<file path="config.mk">
export PLATFORM = sky130hd
export DESIGN_NAME = fifo_reader
export DESIGN_NICKNAME = d
export VERILOG_FILES = /design/src/rtl/fifo_pkg.sv /design/src/rtl/fifo_reader_skid.sv /design/src/rtl/fifo_reader.sv
export SDC_FILE = /design/constraint.sdc
export NUM_CORES = 1
export LEC_CHECK = 0
export ABC_AREA = 1
export CAP_MARGIN = 20
export CORE_MARGIN = 8
export CORE_UTILIZATION = 35
export DETAILED_ROUTE_END_ITERATION = 12
export DONT_BUFFER_PORTS = 1
export PLACE_DENSITY = 0.48
export SYNTH_ARGS = -nofsm -noshare
export SYNTH_HDL_FRONTEND = slang
export SYNTH_SLANG_ARGS = --single-unit
</file>
<file path="constraint.sdc">
create_clock -name r_clk -period 4.2 [get_ports r_clk]
set_clock_uncertainty 0.2 [all_clocks]
set_input_delay 0.84 -clock r_clk [delete_from_list [all_inputs] [get_ports r_clk]]
set_output_delay 0.84 -clock r_clk [all_outputs]
set_load 0.05 [all_outputs]
</file>
<file path="src/rtl/fifo_pkg.sv">
`timescale 1ns/1ps
// Shared types and constants for the FIFO read-side controller.
// Latency: n/a (declarations only).
// Backpressure: n/a.
package fifo_pkg;

    localparam int DEFAULT_SIZE = 8;

    typedef enum logic [1:0] {
        IDLE  = 2'd0,
        RUN   = 2'd1,
        DRAIN = 2'd2
    } state_t;

endpackage

</file>
<file path="src/rtl/fifo_reader_skid.sv">
`timescale 1ns/1ps
// Two-entry FIFO-ordered skid buffer; data_out is always the oldest entry.
// Latency: push visible on data_out/count the cycle after the push edge.
// Backpressure: pop is ignored when empty; the caller guarantees no push when full.
// Ports: r_clk/n_rst clock and async reset; push/data_in write side;
//        pop/data_out read side; count = number of stored entries (0..2).
module fifo_reader_skid
    import fifo_pkg::*;
#(
    parameter int SIZE = DEFAULT_SIZE
) (
    input  logic            r_clk,
    input  logic            n_rst,
    input  logic            push,
    input  logic [SIZE-1:0] data_in,
    input  logic            pop,
    output logic [SIZE-1:0] data_out,
    output logic [1:0]      count
);

    logic [SIZE-1:0] head;
    logic [SIZE-1:0] tail;
    logic            do_pop;

    assign do_pop   = pop && (count != 2'd0);
    assign data_out = head;

    always_ff @(posedge r_clk or negedge n_rst) begin
        if (!n_rst) begin
            head  <= '0;
            tail  <= '0;
            count <= 2'd0;
        end else begin
            case ({push, do_pop})
                2'b10: begin
                    if (count == 2'd0) begin
                        head <= data_in;
                    end else if (count == 2'd1) begin
                        tail <= data_in;
                    end
                    if (count != 2'd2) begin
                        count <= count + 2'd1;
                    end
                end
                2'b01: begin
                    head  <= tail;
                    count <= count - 2'd1;
                end
                2'b11: begin
                    // Simultaneous capture and hand-off: occupancy unchanged.
                    if (count == 2'd1) begin
                        head <= data_in;
                    end else begin
                        head <= tail;
                        tail <= data_in;
                    end
                end
                default: ;
            endcase
        end
    end

endmodule

</file>
<file path="src/rtl/fifo_reader.sv">
`timescale 1ns/1ps
// Pulls words from a FIFO read port into a 2-entry skid buffer and hands them downstream.
// Latency: 2 cycles from rd_en to out_valid; 1 word/cycle sustained.
// Backpressure: credit-based; rd_en stops once buffered + in-flight words would exceed 2.
// Ports: r_clk, n_rst (async active-low); enable, e_flag, fifo_data, rd_en (FIFO side);
//        out_data, out_valid, out_ready (downstream); busy (state != IDLE);
//        word_count (only when FIFO_READER_STATS_EN is defined).
module fifo_reader
    import fifo_pkg::*;
#(
    parameter int SIZE  = DEFAULT_SIZE,
    parameter int CNT_W = 16
) (
    input  logic             r_clk,
    input  logic             n_rst,
    input  logic             enable,
    input  logic             e_flag,
    input  logic [SIZE-1:0]  fifo_data,
    output logic             rd_en,
    output logic [SIZE-1:0]  out_data,
    output logic             out_valid,
    input  logic             out_ready,
    output logic             busy
`ifdef FIFO_READER_STATS_EN
    ,
    output logic [CNT_W-1:0] word_count
`endif
);

    if (CNT_W < 1) begin : g_cnt_w_check
        $error("CNT_W must be at least 1");
    end

    state_t     state;
    state_t     state_nxt;
    logic       in_flight;
    logic [1:0] stored;
    logic       pop;
    logic       has_credit;

    assign out_valid = (stored != 2'd0);
    assign pop       = out_valid && out_ready;
    assign busy      = (state != IDLE);

    // A word leaving this cycle frees its slot in time for the next capture,
    // which is what allows back-to-back pops at full rate.
    assign has_credit = ({1'b0, stored} + {2'b00, in_flight}) < (3'd2 + {2'b00, pop});

    always_ff @(posedge r_clk or negedge n_rst) begin
        if (!n_rst) begin
            state     <= IDLE;
            in_flight <= 1'b0;
        end else begin
            state     <= state_nxt;
            in_flight <= rd_en;
        end
    end

    always_comb begin
        state_nxt = state;
        rd_en     = 1'b0;
        case (state)
            IDLE: begin
                if (enable) state_nxt = RUN;
            end
            RUN: begin
                rd_en = !e_flag && has_credit;
                if (!enable) state_nxt = DRAIN;
            end
            DRAIN: begin
                if (enable) begin
                    state_nxt = RUN;
                end else if ((stored == 2'd0) && !in_flight) begin
                    state_nxt = IDLE;
                end
            end
            default: state_nxt = IDLE;
        endcase
    end

    // FIFO read data arrives one cycle after rd_en, so in_flight is the capture strobe.
    fifo_reader_skid #(
        .SIZE(SIZE)
    ) u_skid (
        .r_clk    (r_clk),
        .n_rst    (n_rst),
        .push     (in_flight),
        .data_in  (fifo_data),
        .pop      (pop),
        .data_out (out_data),
        .count    (stored)
    );

`ifdef FIFO_READER_STATS_EN
    always_ff @(posedge r_clk or negedge n_rst) begin
        if (!n_rst) begin
            word_count <= '0;
        end else if (pop) begin
            word_count <= word_count + CNT_W'(1);
        end
    end
`endif

endmodule
</file>
==> impl_metrics.tcl, run 1 <==
set metrics [dict create \
    critPathCaptureType "output port" \
    io_pins 24 \
    dr.pass1.iters 4 \
    drtAntennaViolNets 0 \
    setup_tns_ps 0 \
    post-cts-setup-buffer-count 0 \
    timing.rr.end "u_skid.data_out[2]" \
    final.period_utilization 0.688 \
    synth_most_common_cell "nand2_1" \
    ys_warn_count 0 \
    max_freq_mhz 346 \
    portBuffers 0 \
    track_usage 0.111 \
    synth_compound_area_frac 0.0620 \
    dieWidth_um 78.6 \
    start_util 0.369 \
    clock_latency_ps 260 \
    grt_start_max_net_pins 22 \
    ys_top_cells_by_count "nand2_1, dfrtp_1, inv_1, nor2_1, nand3_1" \
    n_fill_cell 418 \
    synthTopCellsByArea "dfrtp_1, nand2_1, inv_1, nor2_1, ha_1" \
    drv_cap 0 \
    core-area_um2 3720 \
    finalHoldViolCount 0 \
    antennaDiodeCount 0 \
    drc 0 \
    postLayoutSetupSlackWorst_ps 1310 \
    clockBufferDepth 2 \
    syn-num-nets 222 \
    clk_pin_slew_ps 80 \
    cts_tree "yes" \
    crit_arrival_ps 1850 \
    hpwl_mm 2.47 \
    r2r_setup_slack_ps 1960 \
    setup_viol 0 \
    wl_mm 3.31 \
    maxSlewHeadroom 0.646 \
    worst_slew_pin_slew_ps 532 \
    pwr_density_cell_nw_per_um2 773 \
    htree_levels 1 \
    final_layout_size_suffix_gt1_frac 0.0640 \
    cp.required_ps 3160 \
    synthCells 203 \
    synth_fa_ha_area_frac 0.0547 \
    irDropWorstVdd_mv 0.237 \
    cp-start-kind "flop" \
    status "finished, final reports clean" \
    cts_inserted_buffers 3 \
    rsz0062_at_grt "false" \
    die-area_um2 6180 \
    final-max-slew-violation-count 0 \
    pre_cts_ws_ps 1570 \
    place_inst 247 \
    wl_per_cell_um 13.2 \
    muxShareOfSynthArea 0 \
    first_global_vias 1139 \
    synthArstFlopShare 1.00 \
    grt_pass1_wl_mm 5.54 \
    synth_edf_count 0 \
    die_y_um 78.6 \
    worstSetupPathType "reg -> out" \
    cts_hold_buf 0 \
    yosysTopAreaCell "dfrtp_1" \
    synth_xor_area_frac 0.00638 \
    post_cts_resize_count 0 \
    synthSimpleGateAreaFrac 0.400 \
    cts.sinks 21 \
    final-instance-count-excl-fill 251 \
    hold_class "in -> async" \
    fin_hold_ws_ps 65.7 \
    gp_congestion 0.775 \
    syn_area_um2 1370 \
    area.growth.synth_to_final_pct 5.20 \
    grt.overflow.total 0 \
    startpoint "in_flight" \
    synth_seq_cells 21 \
    min_period_ps 2890 \
    num_vias 1199 \
    antenna_found_initial 0 \
    synth_ff_type "dfrtp_1" \
    fin_nets 223 \
    avgSynthCellArea_um2 6.76 \
    root_buffer "clkbuf_8" \
    cp_max_fo 6 \
    critPathCapture "rd_en" \
    r2r_start "u_skid.count[0]" \
    seq_area_frac_synth 0.383 \
    vias_per_cell 4.78 \
    ff2ff_path_depth 9 \
    synthDistinctLibCells 24 \
    drtIter0Drc 75 \
    rows 22 \
    leakagePower_nw 0.777 \
    synth.top_cell.area_share 0.383 \
    synth_top_family_by_area "simple AND/OR/NAND/NOR gates" \
]
power by group:
part           switching [mW]  internal (mW)  total (mW)  leakage (nW)
Sequential              0.209          0.289       0.499         0.260
Clock                  0.0681         0.0661       0.134        0.0255
Combinational           0.325          0.159       0.483         0.492
kinds of logic (layout without fill, tap and decap cells):
kind of cell,after synthesis,count (layout)
simple gates,132,132
compound gates,14,14
buf+inv,29,29
flops,21,21
fa+ha+maj,6,6
xor+xnor,1,1
worst min-delay path by stage:
stage              from               to  slack (ps)  cells past startpoint
2_1_floorplan  state[1]         state[0]         250                      1
3_3_place_gp   state[0]         state[0]         270                      1
3_5_place_dp   state[1]         state[0]         290                      1
4_1_cts           n_rst  u_skid.count[1]          60                      0
5_1_grt           n_rst  u_skid.count[1]          50                      0
6_report          n_rst  u_skid.count[0]          70                      0
registers in the layout (all words and copies together), names as in the netlist:
signal and cells:
in_flight 1, state 2, u_skid.count 2, u_skid.data_out 8
u_skid.tail 8
placed cells by master, fill, tap and decap left out, drive strengths merged:
cell type,n
inv,24
xor2,1
or2,1
nand3,15
clkbuf,3
nand2,91
and2,1
a21oi,1
nor4,1
o31ai,1
dfrtp,21
nor2,23
a31oi,1
clkinv,2
ha,6
o21ai,11
worst max-delay path, cell delays in order (launching register included):
cell     delay (ps)
dfrtp_1         450
ha_1            230
ha_1            180
nor4_1          230
and2_1          500
cell type report:
cell class	count	area, um^2	share of cell area
Multi-Input combinational cell	153	718	0.497
Sequential cell	21	526	0.364
Inverter	25	93.8	0.0650
Tap cell	48	60.1	0.0416
Clock buffer	3	41.3	0.0286
Clock inverter	1	5.00	0.00347
metrics by stage:
stage / cell area, um^2 / utilization / power [mW]
2_1_floorplan: 1370 / - / 0.894
3_3_place_gp: 1400 / 0.376 / 0.970
3_5_place_dp: 1400 / 0.376 / 0.993
4_1_cts: 1440 / 0.389 / 1.13
5_1_grt: 1440 / 0.389 / 1.22
6_report: 1440 / 0.389 / 1.12
metal layers:
layer	vias up	part of all wire	track usage
li1	620	-	-
met1	543	0.42	0.138
met2	34	0.47	0.179
met3	2	0.11	0.0444
met4	0	0.0069	0.0167
met5	-	0	0
Note: power is estimated with default switching activity, not from simulation.
==> inputs of run 2 (changes only) <==
- clock period: 4.2 -> 2.8 ns (I/O delays scaled with it)
==> impl_metrics.tcl, run 2 (synthesis gave the netlist of run 1 again) <==
set metrics [dict create \
    setup_viol 0 \
    track_usage 0.117 \
    post-cts-setup-buffer-count 0 \
    min_period_ps 2670 \
    final_common_cell "nand2_1" \
    path_depth 4 \
    grt.overflow.total 0 \
    antenna_found_initial 0 \
    n_fill_cell 406 \
    cts.sinks 21 \
    crit_arrival_ps 1910 \
    critPathMaxStageDelay_ps 500 \
    hpwl_mm 2.53 \
    final_layout_size_suffix_gt1_frac 0.0728 \
    cp.required_ps 2040 \
    drv_cap 0 \
    irDropWorstVdd_mv 0.363 \
    cp_max_fo 6 \
    worst_slew_pin_slew_ps 522 \
    final_cell_mix "nand2_1, inv_1, nor2_1, dfrtp_1, nand3_1" \
    hold_class "in -> reg" \
    fin_hold_ws_ps 222 \
    cts_inserted_buffers 3 \
    dr.pass1.iters 4 \
    drc 0 \
    ff2ff_path_depth 9 \
    rsz0062_at_grt "false" \
    cpMaxStageDelayCell "and2_1" \
    vias_per_cell 4.86 \
    r2r_start "u_skid.count[0]" \
    grt_start_max_net_pins 22 \
    fin_util 0.397 \
    rows 22 \
    wl_per_cell_um 13.6 \
    timing.rr.end "u_skid.data_out[4]" \
    clk_pin_slew_ps 80 \
    dieWidth_um 78.6 \
    wl_mm 3.46 \
    io_pins 24 \
    gp_congestion 0.807 \
    r2r_setup_slack_ps 550 \
    maxSlewHeadroom 0.652 \
    critPathCaptureType "output port" \
    first_global_vias 1218 \
    pwr_density_cell_nw_per_um2 1150 \
    cp-start-kind "flop" \
    num_vias 1234 \
    startpoint "in_flight" \
    max_freq_mhz 374 \
    grt_pass1_wl_mm 5.84 \
    path_cells "ha_1 > ha_1 > nor4_1 > and2_1" \
    clock_latency_ps 260 \
    area.growth.synth_to_final_pct 7.57 \
    setup_tns_ps 0 \
    die_y_um 78.6 \
    root_buffer "clkbuf_8" \
    antennaDiodeCount 0 \
    htree_levels 1 \
    finalHoldViolCount 0 \
    start_util 0.369 \
    portBuffers 0 \
    cts_tree "yes" \
    hold_depth 2 \
    drtIter0Drc 75 \
    drtAntennaViolNets 0 \
    worstSetupPathType "reg -> out" \
    core-area_um2 3720 \
    die-area_um2 6180 \
    status "finished, final reports clean" \
    critPathCapture "rd_en" \
    worst-path-buf-inv 0 \
    leakagePower_nw 0.793 \
    p_total_mw 1.70 \
    final-max-slew-violation-count 0 \
    fin_nets 226 \
    crit_family "simple AND/OR/NAND/NOR gates" \
    crit_path_frequent_cell "ha_1" \
    clockBufferDepth 2 \
    final.period_utilization 0.955 \
]
## run 2: how the worst min path moves through the flow
stage	startpoint	end	slack, ps
after floorplan	n_rst	in_flight	60
after global placement	n_rst	state[0]	70
after detailed placement	n_rst	state[0]	70
after CTS	enable	state[0]	220
after global routing	enable	state[0]	230
final	enable	state[0]	220
## run 2: final cells by class
cell class	instances	area (um^2)	area share
flip-flops and latches	21	526	0.356
clock buffers	3	41.3	0.0280
clock inverters	1	5.00	0.00339
multi-input cells	153	718	0.486
repair buffers	3	32.5	0.0220
inverters	25	93.8	0.0636
well taps	48	60.1	0.0407
## run 2: what timing repair did
| item | CTS | global route |
|---|---|---|
| endpoints found under the setup margin | 0 | 0 |
| gates resized for setup | 0 | 0 |
| endpoints found under the hold margin | 21 | 0 |
| hold buffers | 1 | 0 |
## run 2: routing by layer
metal,global-route usage,part of all wire
met4,0.0370,0.0067
met3,0.0285,0.080
met5,0,0
met1,0.147,0.43
met2,0.193,0.48
## run 2: power breakdown
part           internal [mW]  switching, mW
registers              0.434          0.313
clock network         0.0992          0.107
logic                  0.247          0.501
## run 2: metrics by stage
step                      std cells  instance area [um^2]  setup WS, ps
final                           254                  1480           125
after global routing            254                  1480          46.6
after CTS                       253                  1460           112
after detailed placement        248                  1410           414
after global placement          248                  1410           517
after floorplan                 203                  1370           563
